<file path="config.mk">
export PLATFORM = sky130hd
export DESIGN_NAME = noc_out_port_arbiter
export DESIGN_NICKNAME = d
export VERILOG_FILES = /design/src/rtl/noc_out_port_arbiter.sv
export SDC_FILE = /design/constraint.sdc
export NUM_CORES = 1
export LEC_CHECK = 0
export CAP_MARGIN = 40
export CORE_MARGIN = 5
export CORE_UTILIZATION = 35
export DETAILED_ROUTE_END_ITERATION = 10
export PLACE_DENSITY = 0.76
export SKIP_CTS_REPAIR_TIMING = 1
export SLEW_MARGIN = 20
export SYNTH_ARGS = -nofsm -noshare
export SYNTH_HDL_FRONTEND = slang
export SYNTH_SLANG_ARGS = --single-unit
</file>
<file path="constraint.sdc">
create_clock -name clk -period 2.3 [get_ports clk]
set_clock_uncertainty 0.1 [all_clocks]
set_input_delay 0.46 -clock clk [delete_from_list [all_inputs] [get_ports clk]]
set_output_delay 0.46 -clock clk [all_outputs]
set_load 0.1 [all_outputs]
</file>
<file path="src/rtl/noc_out_port_arbiter.sv">
// Purpose : round-robin output-port scheduler; pops one input FIFO per cycle onto a shared link.
// Latency : 1 cycle from fifo_rd_en pop to out_valid/out_data.
// Backpress: credit-based; no pop while credit_cnt == 0, requests (and any packet lock) are held.
//
// Ports:
//   clk, reset      - clock and synchronous active-high reset
//   fifo_empty      - per-port empty flags (bit i = port i)
//   fifo_data       - FWFT head flit of each port, port i at [i*FLIT_WIDTH +: FLIT_WIDTH]
//   fifo_rd_en      - combinational one-hot pop strobe
//   credit_in       - one pulse per downstream slot freed
//   out_data/valid  - registered forwarded flit, valid is a one-cycle pulse per flit
//   grant           - registered one-hot owner, 0 when idle
//   credit_cnt      - current downstream credit count
//   credit_err      - sticky credit overflow flag
//
// Build option ARB_PKT_LOCK_EN: when defined, a multi-flit packet keeps the link
// (wormhole lock) until its tail flit is popped; when undefined every flit is
// arbitrated on its own and grant pulses once per pop.
module noc_out_port_arbiter #(
  parameter int FLIT_WIDTH = 32,
  parameter int NUM_PORTS  = 4,
  parameter int CREDITS    = 8
) (
  input  logic                              clk,
  input  logic                              reset,
  input  logic [NUM_PORTS-1:0]              fifo_empty,
  input  logic [NUM_PORTS*FLIT_WIDTH-1:0]   fifo_data,
  output logic [NUM_PORTS-1:0]              fifo_rd_en,
  input  logic                              credit_in,
  output logic [FLIT_WIDTH-1:0]             out_data,
  output logic                              out_valid,
  output logic [NUM_PORTS-1:0]              grant,
  output logic [$clog2(CREDITS+1)-1:0]      credit_cnt,
  output logic                              credit_err
);

  localparam int              PW   = $clog2(NUM_PORTS);
  localparam int              CW   = $clog2(CREDITS + 1);
  localparam logic [PW:0]     NP   = (PW+1)'(NUM_PORTS);
  localparam logic [PW-1:0]   LAST = PW'(NUM_PORTS - 1);
  localparam logic [CW-1:0]   CMAX = CW'(CREDITS);

  logic [PW-1:0]         r_ptr;
  logic [NUM_PORTS-1:0]  r_grant;
  logic [FLIT_WIDTH-1:0] r_out_data;
  logic                  r_out_valid;
  logic [CW-1:0]         r_credit_cnt;
  logic                  r_credit_err;

`ifdef ARB_PKT_LOCK_EN
  localparam logic [0:0] S_IDLE   = 1'b0;
  localparam logic [0:0] S_LOCKED = 1'b1;
  logic [0:0]    r_state;
  logic [PW-1:0] r_owner;
`endif

  logic [PW:0]           w_idx;
  logic                  w_found;
  logic [PW-1:0]         w_win;
  logic [PW-1:0]         w_sel;
  logic                  w_req;
  logic                  w_issue;
  logic [FLIT_WIDTH-1:0] w_flit;
  logic                  w_tail;
  logic [NUM_PORTS-1:0]  w_sel_oh;
  logic [PW-1:0]         w_next_ptr;

  // Round-robin search: first non-empty port at or after r_ptr, wrapping.
  always_comb begin
    w_found = 1'b0;
    w_win   = '0;
    w_idx   = '0;
    for (int i = 0; i < NUM_PORTS; i++) begin
      w_idx = {1'b0, r_ptr} + (PW+1)'(i);
      if (w_idx >= NP) w_idx = w_idx - NP;
      if (!w_found && !fifo_empty[w_idx[PW-1:0]]) begin
        w_found = 1'b1;
        w_win   = w_idx[PW-1:0];
      end
    end
  end

`ifdef ARB_PKT_LOCK_EN
  // While locked only the owner may be served, even if it is empty.
  assign w_sel = (r_state == S_LOCKED) ? r_owner : w_win;
  assign w_req = (r_state == S_LOCKED) ? ~fifo_empty[r_owner] : w_found;
`else
  assign w_sel = w_win;
  assign w_req = w_found;
`endif

  // Reset gates the pop so nothing is lost from a FIFO in the reset cycle.
  assign w_issue = w_req && (r_credit_cnt != '0) && !reset;

  always_comb begin
    w_flit   = '0;
    w_sel_oh = '0;
    for (int i = 0; i < NUM_PORTS; i++) begin
      if (w_sel == PW'(i)) begin
        w_flit      = fifo_data[i*FLIT_WIDTH +: FLIT_WIDTH];
        w_sel_oh[i] = 1'b1;
      end
    end
  end

  assign w_tail     = w_flit[FLIT_WIDTH-2];
  assign w_next_ptr = (w_sel == LAST) ? '0 : w_sel + 1'b1;
  assign fifo_rd_en = w_issue ? w_sel_oh : '0;

  always_ff @(posedge clk) begin
    if (reset) begin
      r_ptr        <= '0;
      r_grant      <= '0;
      r_out_data   <= '0;
      r_out_valid  <= 1'b0;
      r_credit_cnt <= CMAX;
      r_credit_err <= 1'b0;
`ifdef ARB_PKT_LOCK_EN
      r_state      <= S_IDLE;
      r_owner      <= '0;
`endif
    end else begin
      r_out_valid <= w_issue;
      if (w_issue) r_out_data <= w_flit;

      // A pop and a returned credit in the same cycle cancel out.
      if (w_issue && !credit_in) begin
        r_credit_cnt <= r_credit_cnt - 1'b1;
      end else if (credit_in && !w_issue) begin
        if (r_credit_cnt == CMAX) r_credit_err <= 1'b1;
        else                      r_credit_cnt <= r_credit_cnt + 1'b1;
      end

`ifdef ARB_PKT_LOCK_EN
      if (r_state == S_IDLE) begin
        r_grant <= '0;
        if (w_issue) begin
          if (w_tail) begin
            r_ptr <= w_next_ptr;
          end else begin
            // Pointer stays put until the tail leaves.
            r_state <= S_LOCKED;
            r_owner <= w_sel;
            r_grant <= w_sel_oh;
          end
        end
      end else if (w_issue && w_tail) begin
        r_state <= S_IDLE;
        r_grant <= '0;
        r_ptr   <= w_next_ptr;
      end
`else
      r_grant <= w_issue ? w_sel_oh : '0;
      if (w_issue) r_ptr <= w_next_ptr;
`endif
    end
  end

  assign out_data   = r_out_data;
  assign out_valid  = r_out_valid;
  assign grant      = r_grant;
  assign credit_cnt = r_credit_cnt;
  assign credit_err = r_credit_err;

endmodule

</file>
==> results of run 1 <==
## layout by cell type (no fill, tap or decap), types with 2 or more instances in the layout
| cell | netlist | layout |
|---|---|---|
| clkdlybuf4s50_1 | 0 | 129 |
| and2_4 | 0 | 2 |
| ha_1 | 8 | 3 |
| ha_4 | 0 | 4 |
| a21oi_2 | 20 | 20 |
| nand2_1 | 39 | 37 |
| nor2_4 | 0 | 2 |
| and2_1 | 4 | 2 |
| buf_12 | 0 | 7 |
| dfxtp_4 | 0 | 5 |
| inv_1 | 3 | 3 |
| dfxtp_1 | 44 | 38 |
| a221oi_2 | 32 | 32 |
| o21ai_0 | 36 | 27 |
| dlymetal6s2s_1 | 0 | 5 |
| xnor2_1 | 2 | 2 |
| buf_4 | 0 | 79 |
| o21a_1 | 34 | 34 |
| clkbuf_8 | 0 | 5 |
| nor2_1 | 41 | 39 |
| a31oi_1 | 2 | 2 |
| nand3_1 | 2 | 2 |
| buf_6 | 8 | 3 |
| o21ai_1 | 0 | 8 |
| nor3_1 | 2 | 2 |
| a21oi_1 | 48 | 48 |
## synth_stat cells, drive strengths merged
master,n
o21a,34
a211oi,2
and3b,1
and2,4
a31oi,2
nand2b,2
mux2i,1
buf,24
clkbuf,14
xnor2,2
and4,1
nor3,3
a31o,1
nor3b,1
a221oi,33
nand2,39
nor4,1
a21oi,68
clkinv,2
dfxtp,44
nand3b,1
xor2,1
nor2,41
a21boi,1
o211ai,1
nand3,2
ha,8
nor2b,2
o21ai,36
inv,5
## metrics by stage
step	cells	cell area [um2]	setup WS (ns)
6_report	680	5430	-0.198
5_1_grt	680	5430	-0.274
4_1_cts	664	5190	-0.562
3_5_place_dp	656	5080	-0.555
3_3_place_gp	656	5080	-0.504
2_1_floorplan	377	3210	-0.297
## state kept, by name (all words and copies together) (netlist names)
signal and count:
credit_cnt 4, credit_err 1, grant 4, out_data 32, out_valid 1, r_ptr 2
## worst max path at each step
stage / endpoint / depth (start not counted) / slack, ns / from
floorplan: fifo_rd_en[3] / 9 / -0.30 / fifo_empty[0]
global placement: fifo_rd_en[3] / 9 / -0.50 / fifo_empty[0]
detailed placement: fifo_rd_en[3] / 9 / -0.55 / fifo_empty[0]
CTS: fifo_rd_en[3] / 9 / -0.56 / fifo_empty[0]
global route: fifo_rd_en[3] / 8 / -0.27 / r_ptr[1]
finish: fifo_rd_en[3] / 9 / -0.20 / fifo_empty[0]
## cells by family (layout without fill, tap and decap cells)
kind of cell | after synthesis | count (layout) | synth area share
AOI/OAI and AO/OA | 178 | 178 | 0.450
and+or+nand+nor | 98 | 98 | 0.142
buffers and inverters | 45 | 240 | 0.0793
DFF | 44 | 44 | 0.285
adders and majority gates | 8 | 8 | 0.0324
xor gates and xnor gates | 3 | 3 | 0.00849
muxes | 1 | 1 | 0.00324
## per-layer routing
metal | up-vias | global-route usage | wire length [um]
met5 | - | 0 | 0
met4 | 0 | 0.0601 | 235
met3 | 13 | 0.0583 | 752
met2 | 112 | 0.378 | 6440
met1 | 1685 | 0.219 | 4720
li1 | 1754 | - | -
## worst max-delay path, cell delays in order
cell and delay (ns):
dlymetal6s2s_1 0.15, nand2b_4 0.17, nand2_4 0.05, a221oi_4 0.31, nor2b_4 0.25, ha_4 0.18, clkinv_4 0.07, nor2_4 0.10
buf_12 0.18
## report_power, final
group | leakage, nW | internal (mW) | switching [mW]
Combinational | 1.74 | 1.78 | 3.56
Sequential | 0.371 | 1.04 | 0.206
Clock | 0.0552 | 0.323 | 0.286
## area by class of cell
cell class | count | area [um2]
multi-input combinational | 288 | 2100
inverter | 7 | 36.3
sequential | 44 | 901
clock inverter | 2 | 35.0
clock buffer | 6 | 72.6
tap | 108 | 135
timing repair buffer | 225 | 2150
fill | 789 | 3250
==> summary.txt, run 1 <==
Worst setup path
  • CP Capture Type: primary output
  • Critical path class: in2out
  • CP Data Arrival Time: 1.94 ns
  • WP data required: 1.74 ns
  • Startpoint type of the worst setup path: input pin
  • Reg2reg path depth: 12
  • Reg2reg end: out_data[9]
  • Reg-to-Reg Start: r_ptr[1]
  • Flop2flop setup slack: 0.03 ns
  • Max Fanout on Critical Path: 4

Yosys
  • Register area share after synthesis: 0.285
  • Synthesized area: 0.00309 mm2
  • YS warnings: 0
  • Synth top area share: 0.285
  • Mapped Avg Cell Area: 8.21 um2
  • Syn_nets: 520
  • Dominant cell type by area after synthesis: dfxtp_1
  • Mapped Cells: 377
  • Synth area leaders: dfxtp_1, a221oi_2, o21a_1
  • Netlist cell types: 36
  • #FFs+latches synth: 44

Worst hold path
  • WHS Endpoint: out_data[24]
  • Hold Startpoint: out_data[24]
  • Hold Crit Class: reg2reg
  • Worst Hold Depth: 2

Clock network
  • CTS tree: built
  • # clock sinks: 44
  • Clk buf depth: 2
  • Root buffer cell: clkbuf_8
  • Num CTS Buffers: 5
  • Worst-Skew Late Latency: 0.30 ns
  • H-Tree Depth: 2
  • Clk slew on worst S/H paths: 0.09 ns

Floorplan
  • Die area: 0.0108 mm2
  • Die Height: 104 um
  • Core Rows: 34
  • Core footprint: 0.00868 mm2
  • IO Pins: 181
  • Die Width: 104 um
  • Initial Utilization: 0.357

Place
  • IO Port Bufs: 180
  • HPWL Detailed: 8.96 mm
  • RePlAce Congestion: 0.845

GRT
  • Initial antenna violation count: 0
  • Grt ovf: 0
  • Maximum number of pins on one net before global-route repair: 49
  • First-pass GRT wire length: 18.3 mm
  • Number of global-route vias before repair: 3650
  • GRT Overall Usage: 0.202

Final layout
  • Core Util, Final: 0.625
  • Ant diodes: 0
  • Ratio of cells with drive above 1 in the final layout: 0.315
  • P&R area growth vs syn: 75.4%
  • # nets final: 714

STA
  • Final WS setup: -0.198 ns
  • RSZ-0062 raised after global routing: true
  • TNS Setup: -0.603 ns
  • Hold slack: 0.395 ns
  • Final Cycle Share: 1.09
  • Minimum clock period: 2.50 ns
  • Fin. max-slew vios: 0
  • Setup-failing EPs final: 4
  • Rel. slew slack: 0.672
  • Fin. Hold Viols: 0
  • Peak Freq: 0.400 GHz
  • Worst-Margin Slew: 0.492 ns

Routing
  • Initial drt markers: 51
  • Via-to-Cell Ratio: 5.24
  • Final wirelength: 12.1 mm
  • Per-cell routed wire length: 17.9 um
  • Post-route DRC violation count: 0
  • DRT Pass-1 Iters: 4
  • Vias: 3564
  • Antenna viol nets, final: 0

Pwr
  • P per Cell Area: 1320 mW/mm2
  • VDD IR max: 0.606 mV
  • Static Leak: 2.17 nW
  • Design Power: 7.19 mW

Status
  • Outcome: finished with violations
  • Failing checks: negative setup slack

Job
  • Max-cap viol count: 0
No activity file was read; power rests on OpenSTA's default activity.
==> inputs of run 2 (changes only) <==
--- a/config.mk
+++ b/config.mk
@@ -6,7 +6,7 @@
 export NUM_CORES = 1
 export LEC_CHECK = 0
 export CAP_MARGIN = 40
-export CORE_MARGIN = 5
+export CORE_MARGIN = 2
 export CORE_UTILIZATION = 35
 export DETAILED_ROUTE_END_ITERATION = 10
 export PLACE_DENSITY = 0.76
==> run 2 against run 1 <==
Net effect: the flow still finishes with violations (negative setup slack); count of clock-buffer cells in the layout unchanged; wire length decreased by 3.9%; via count decreased by 0.25%; utilization decreased by 0.60 points; fmax increased by 1.9%; worst setup slack improved by 0.046 ns; design area decreased by 1.5%; global-route usage increased by 1.9 points; hold slack improved by 0.0073 ns; largest cell class is now multi-input gates; highest routed layer unchanged.
==> summary.txt, run 2 (synthesis gave the netlist of run 1 again) <==
Final layout
  • Most common cell after layout, fill and taps aside: clkdlybuf4s50_1
  • Ratio of cells with drive above 1 in the final layout: 0.314
  • Ant diodes: 0
  • # nets final: 703
  • Most frequent cells in the layout: clkdlybuf4s50_1, buf_4, a21oi_1
  • Final instance area: 0.00535 mm2
  • Fin cells: 669
  • P&R area growth vs syn: 72.9%
  • Max reg flops: 32

GRT
  • Number of global-route vias before repair: 3551
  • Grt ovf: 0
  • Initial antenna violation count: 0
  • GRT Overall Usage: 0.221
  • First-pass GRT wire length: 17.4 mm
  • Maximum number of pins on one net before global-route repair: 41

Floorplan
  • Die Width: 98.0 um
  • IO Pins: 181
  • Core footprint: 0.00864 mm2
  • Initial Utilization: 0.358
  • Die Height: 98.0 um
  • Die area: 0.00961 mm2
  • Core Rows: 34

STA
  • Minimum clock period: 2.45 ns
  • Rel. slew slack: 0.588
  • Fin. max-slew vios: 0
  • Worst-Margin Slew: 0.619 ns
  • RSZ-0062 raised after global routing: true
  • Fin. Hold Viols: 0
  • Final Cycle Share: 1.07
  • Hold slack: 0.402 ns
  • Setup-failing EPs final: 4
  • Peak Freq: 0.408 GHz
  • Final WS setup: -0.152 ns

Clock network
  • Root buffer cell: clkbuf_8
  • H-Tree Depth: 2
  • CTS tree: built
  • Worst-Skew Late Latency: 0.29 ns
  • Clk buf depth: 2
  • Clk slew on worst S/H paths: 0.09 ns
  • # clock sinks: 44
  • Num CTS Buffers: 5

Routing
  • Initial drt markers: 93
  • Post-route DRC violation count: 0
  • Vias: 3555
  • Via-to-Cell Ratio: 5.31
  • Per-cell routed wire length: 17.4 um
  • Final wirelength: 11.7 mm
  • DRT Pass-1 Iters: 4
  • Antenna viol nets, final: 0

Worst setup path
  • Critical path class: in2out
  • Reg-to-Reg Start: r_ptr[1]
  • Reg2reg path depth: 10
  • CP Capture Type: primary output
  • WP data required: 1.74 ns
  • Max Fanout on Critical Path: 4
  • Crit. Startpoint: fifo_empty[0]
  • CP Data Arrival Time: 1.89 ns
  • Startpoint type of the worst setup path: input pin

Status
  • Outcome: finished with violations
  • Failing checks: negative setup slack

Pwr
  • VDD IR max: 0.728 mV
  • Static Leak: 2.11 nW
  • Design Power: 7.10 mW
  • P per Cell Area: 1330 mW/mm2

Worst hold path
  • Worst Hold Depth: 2
  • Hold Crit Class: reg2reg
  • Hold Startpoint: credit_err

Job
  • Max-cap viol count: 0

Place
  • Placed cell area: 0.00508 mm2
  • Placed cells: 654
  • Place WS: -0.609 ns
  • HPWL Detailed: 8.37 mm
  • RePlAce Congestion: 0.857
  • IO Port Bufs: 180
-- run 2: changes by cell type in the layout (fill, tap and decap cells not counted), sizes merged --
cell and delta:
buf -11, bufinv -1, clkdlybuf4s50 +1, clkinv +1, dlymetal6s2s -1
-- run 2: power by group --
part	internal, mW	total (mW)	switching, mW	leakage [nW]
Clock	0.241	0.521	0.281	0.0510
Sequential	1.04	1.25	0.216	0.371
Combinational	1.76	5.32	3.57	1.68
Total	3.03	7.10	4.07	2.11
-- run 2: cell type report --
| cell class | instances | area, um2 |
|---|---|---|
| multi-input combinational | 288 | 2110 |
| clock buffer | 6 | 82.6 |
| fill | 718 | 3290 |
| inverter | 7 | 33.8 |
| timing repair buffer | 214 | 2080 |
| sequential | 44 | 901 |
| tap | 108 | 135 |
| clock inverter | 2 | 10.0 |
-- run 2: path summary, 6_finish.rpt --
| kind | endpoint | slack [ns] |
|---|---|---|
| setup / recovery | fifo_rd_en[3] | -0.15 |
| hold / removal | credit_err | 0.40 |
| setup reg to reg | out_data[13] | 0.10 |
| hold reg to reg | credit_err | 0.40 |
-- run 2: critical path: stages --
cell and delay (ns):
dlymetal6s2s_1 0.15, nand2b_4 0.17, a21boi_1 0.07, o21ai_1 0.24, o21a_1 0.19, buf_4 0.12
ha_4 0.14, clkinv_4 0.06, nor2_4 0.10, buf_12 0.18
-- run 2: stage by stage --
| stage | utilization | TNS (ns) |
|---|---|---|
| 2_1_floorplan | - | -0.645 |
| 3_3_place_gp | 0.588 | -20.44 |
| 3_5_place_dp | 0.588 | -23.15 |
| 4_1_cts | 0.599 | -10.72 |
| 5_1_grt | 0.619 | -1.01 |
| 6_report | 0.619 | -0.457 |
-- run 2: metal layers --
layer / track usage / vias up / routed length [um]
li1: - / 1730 / -
met1: 0.256 / 1672 / 4700
met2: 0.404 / 139 / 6060
met3: 0.0465 / 14 / 709
met4: 0.0726 / 0 / 199
met5: 0 / - / 0
==> RTL edit 1, RTL diff (flow settings as in run 2) <==
The parameter `CREDITS` goes from 8 to 16.
--- a/src/rtl/noc_out_port_arbiter.sv
+++ b/src/rtl/noc_out_port_arbiter.sv
@@ -20,5 +20,5 @@
   parameter int FLIT_WIDTH = 32,
   parameter int NUM_PORTS  = 4,
-  parameter int CREDITS    = 8
+  parameter int CREDITS    = 16
 ) (
   input  logic                              clk,
Ports: changed (resized credit_cnt); port bits go from 181 to 182. No check against the original RTL was run, so the function may have changed too.
==> RTL edit 1 against run 2 <==
The flow still finishes with violations (setup timing); sequential cell count grew 1; die area shrank 5.0%; total power grew 13%; wire length shrank 5.6%; cell area shrank 0.77%; synthesized area shrank 5.2%; via count shrank 0.90%; critical path depth shrank 1; setup slack lost 130 ps; critical path type is now reg2reg.
==> RTL edit 1: results <==
{
  "dp_cells": 663,
  "grt_use_total_pct": 22.6,
  "via_per_inst": 5.21,
  "avgRoutedWirePerCell_um": 16.3,
  "grt_start_max_net_pins": 56,
  "violations": "setup timing",
  "grt.met1_usage_pct": 25.1,
  "synth_area_leaders": "dfxtp_1, o21a_1, a22oi_1, o21ai_0, a21oi_1",
  "final_net_count": 715,
  "critPathCapture": "credit_cnt[4]",
  "ff2ff_path_depth": 9,
  "yosys-top-cells-count": "dfxtp_1, o21ai_0, nand2_1, a21oi_1, o21a_1",
  "met2_usage_pct": 41.8,
  "synth-seq-area-share_pct": 30.7,
  "yosys.area.top_type_share_pct": 30.7,
  "dp_hpwl_mm": 8.01,
  "synth_compound_area_share_pct": 39.4,
  "grt_pass1_vias": 3403,
  "regToRegSetupSlack_ps": -280,
  "firstDrtPassIters": 4,
  "setup_viol": 7,
  "crit_type": "reg2reg",
  "portBuffers": 181,
  "drive_above_1_share_pct": 27.8,
  "synth_xor_area_share_pct": 0.896,
  "grt_pass1_wl_mm": 16.1,
  "synth_fa_ha_area_share_pct": 4.52,
  "setup_ws_ps": -279,
  "p_leak_uw": 0.00210,
  "place.gp.congestion": 0.820,
  "yosysUniqueCellTypes": 41,
  "antenna_cells": 0,
  "synthMuxAreaShare_pct": 0,
  "ir_worst_vdd_mv": 0.749,
  "r2r-start": "credit_cnt[3]",
  "syn_nets": 523,
  "arrival_ps": 2670,
  "drtIter0Drc": 113,
  "worst_slew_pin_slew_ps": 611,
  "status": "complete, but fails checks",
  "power_switching_uw": 4700,
  "wl_mm": 11.0
}
==> RTL edit 1: changes by cell type after synthesis, moves of 12 or more <==
cell	before	now
nor2_1	41	9
a22oi_1	0	32
nand3_1	2	24
a21oi_2	20	0
o21ai_1	0	19
a21oi_1	48	36
a221oi_2	32	0
==> RTL edit 1: kinds of logic after synthesis <==
kind of cell | after synthesis
compound gates | 182
simple gates | 94
flops | 45
buf+inv | 44
fa+ha+maj | 10
xor+xnor | 3
==> RTL edit 1: worst max-delay path, cell delays in order (launching register included) <==
cell,delay [ps]
dfxtp_2,330
or4_4,540
o211ai_4,200
inv_4,50
ha_4,190
fa_2,390
nand3_4,90
a21oi_1,60
or2_4,240
a221o_1,280
==> RTL edit 1: routing by layer <==
metal | share of wire, % | vias up | routed length [µm]
met1 | 39 | 1611 | 4350
met2 | 51 | 137 | 5640
met3 | 7.8 | 12 | 860
li1 | - | 1763 | -
met4 | 1.5 | 0 | 164
met5 | 0 | - | 0
==> RTL edit 1: area by class of cell <==
type,count,area (µm²)
fill,699,2870
inverter,8,40.0
clock inverter,2,10.0
sequential,45,920
timing repair buffer,221,2120
tap,105,131
multi-input combinational,289,2010
clock buffer,6,72.6
==> RTL edit 1: per-stage QoR <==
stage	TNS (ps)	power, µW	setup slack [ps]	hold WS (ps)	cell area (µm²)
after floorplan	-2570	5760	-585	387	3090
after global placement	-19040	7190	-526	348	5030
after detailed placement	-23130	7290	-661	351	5030
after CTS	-10590	7790	-587	365	5110
after global routing	-2080	8430	-363	375	5310
final	-1520	8030	-279	363	5310
==> RTL edit 1: how the worst min path moves through the flow <==
| stage | from | to | cells past startpoint |
|---|---|---|---|
| 6_report | out_data[25] | out_data[25] | 2 |
| 5_1_grt | out_data[26] | out_data[26] | 2 |
| 4_1_cts | out_data[23] | out_data[23] | 2 |
| 3_5_place_dp | out_data[25] | out_data[25] | 2 |
| 3_3_place_gp | out_data[26] | out_data[26] | 2 |
| 2_1_floorplan | r_ptr[0] | r_ptr[0] | 2 |
==> RTL edit 1: power groups by stage <==
stage          registers [µW]  clock network (µW)  logic, µW
2_1_floorplan            3710                   0       2050
3_3_place_gp             1340                   0       5850
3_5_place_dp             1350                   0       5930
4_1_cts                  1340                 511       5940
5_1_grt                  1390                 541       6500
6_report                 1360                 493       6180
==> RTL edit 2, RTL diff (config.mk and constraints of run 2) <==
Made on the original files. Compare `r_credit_cnt` against `CMAX` with >= in place of ==.
--- a/src/rtl/noc_out_port_arbiter.sv
+++ b/src/rtl/noc_out_port_arbiter.sv
@@ -128,5 +128,5 @@
         r_credit_cnt <= r_credit_cnt - 1'b1;
       end else if (credit_in && !w_issue) begin
-        if (r_credit_cnt == CMAX) r_credit_err <= 1'b1;
+        if (r_credit_cnt >= CMAX) r_credit_err <= 1'b1;
         else                      r_credit_cnt <= r_credit_cnt + 1'b1;
       end
Behaviour: no difference found for any inputs over 10 cycles, from zero or initial values and one cycle with reset high; that may be too few to reach the edited logic, so the function may still have changed.
==> RTL edit 2 against run 2 <==
The flow still finishes with violations (setup timing); clock power rose by 2%; critical path depth fell by 2; sequential cell count is the same; wire length down 7.7%; sequential power shrank 6%; total power shrank 21%; cell area fell by 8.5%; setup slack gained 46 ps; synthesized area decreased by 18%; critical endpoint unchanged.
==> RTL edit 2: results <==
{
  "max_stage_delay_ps": 340,
  "min_from": "out_data[29]",
  "totalNegativeSetupSlack_ps": -329,
  "final_net_count": 639,
  "yosys-top-cells-count": "dfxtp_1, nand2_1, nand3_1, a311oi_1, o22ai_1",
  "grt_use_total_pct": 25.0,
  "synth_area_leaders": "dfxtp_1, a311oi_1, o22ai_1, a31o_1, nand3_1",
  "firstDrtPassIters": 5,
  "ir_worst_vdd_mv": 0.739,
  "grt_start_max_net_pins": 37,
  "avgRoutedWirePerCell_um": 18.1,
  "via_per_inst": 5.52,
  "yosysUniqueCellTypes": 37,
  "place_ws_ps": -680,
  "portBuffers": 180,
  "antenna_cells": 0,
  "min_delay_path_depth": 1,
  "setup_ws_ps": -106,
  "arrival_ps": 1850,
  "grt_pass1_vias": 3077,
  "internal_power_uw": 2500,
  "p_leak_uw": 0.00193,
  "fill_cells": 600,
  "status": "complete, but fails checks",
  "clock_path_buffers": 2,
  "setup_viol": 4,
  "drtIter0Drc": 188,
  "critPathSlowestCell": "a221oi_4",
  "r2r-start": "credit_cnt[0]",
  "cp_max_fo": 12,
  "crit_path_start": "fifo_empty[1]",
  "slew_headroom_pct": 72.3,
  "place.gp.congestion": 0.888,
  "syn_nets": 450,
  "violations": "setup timing",
  "dp_hpwl_mm": 7.90
}
==> RTL edit 2: changes by cell type after synthesis, moves of 26 or more <==
cell      change
o21ai_0      -31
nor2_1       -26
o22ai_1      +31
a311oi_1     +32
a221oi_2     -32
o21a_1       -33
a21oi_1      -45
nand3_1      +31
==> RTL edit 2: path summary, 6_finish.rpt <==
path,to,slack (ps)
worst max-delay path,fifo_rd_en[3],-110
worst min-delay path,out_data[29],390
worst max register to register,credit_cnt[2],20
worst min register to register,out_data[29],390
==> RTL edit 2: per-stage QoR <==
stage,area (µm²),instances
detailed placement,4610,581
finish,4890,596
floorplan,2690,307
global placement,4610,581
global route,4890,596
CTS,4710,589
==> RTL edit 2: cells by family after synthesis <==
logic type | after synthesis | share of synthesized area [%]
xor gates and xnor gates | 3 | 1.03
muxes | 3 | 1.18
and+or+nand+nor | 96 | 17.5
buffers and inverters | 42 | 7.88
DFF | 44 | 34.7
AOI/OAI and AO/OA | 111 | 33.8
adders and majority gates | 8 | 3.94
==> RTL edit 2: power groups by stage <==
stage                     combinational [µW]  sequential, µW  clock [µW]
after CTS                               3750            1150         548
final                                   3880            1170         529
after global placement                  3710            1160           0
after global routing                    4040            1190         579
after detailed placement                3740            1170           0
after floorplan                         1050            2800           0
==> RTL edit 2: cell type report <==
class	count	area, µm²	share of cell area, %
tap	99	124	2.53
inverter	10	50.0	1.02
clock buffer	8	100	2.04
timing repair buffer	214	2080	42.6
sequential	44	897	18.3
multi-input combinational	221	1640	33.5
==> RTL edit 2: per-layer routing <==
metal,share of wire (%),GRT usage (%)
met3,9.2,7.11
met5,0,0
met1,40,31.1
met4,2.4,7.46
met2,48,42.1
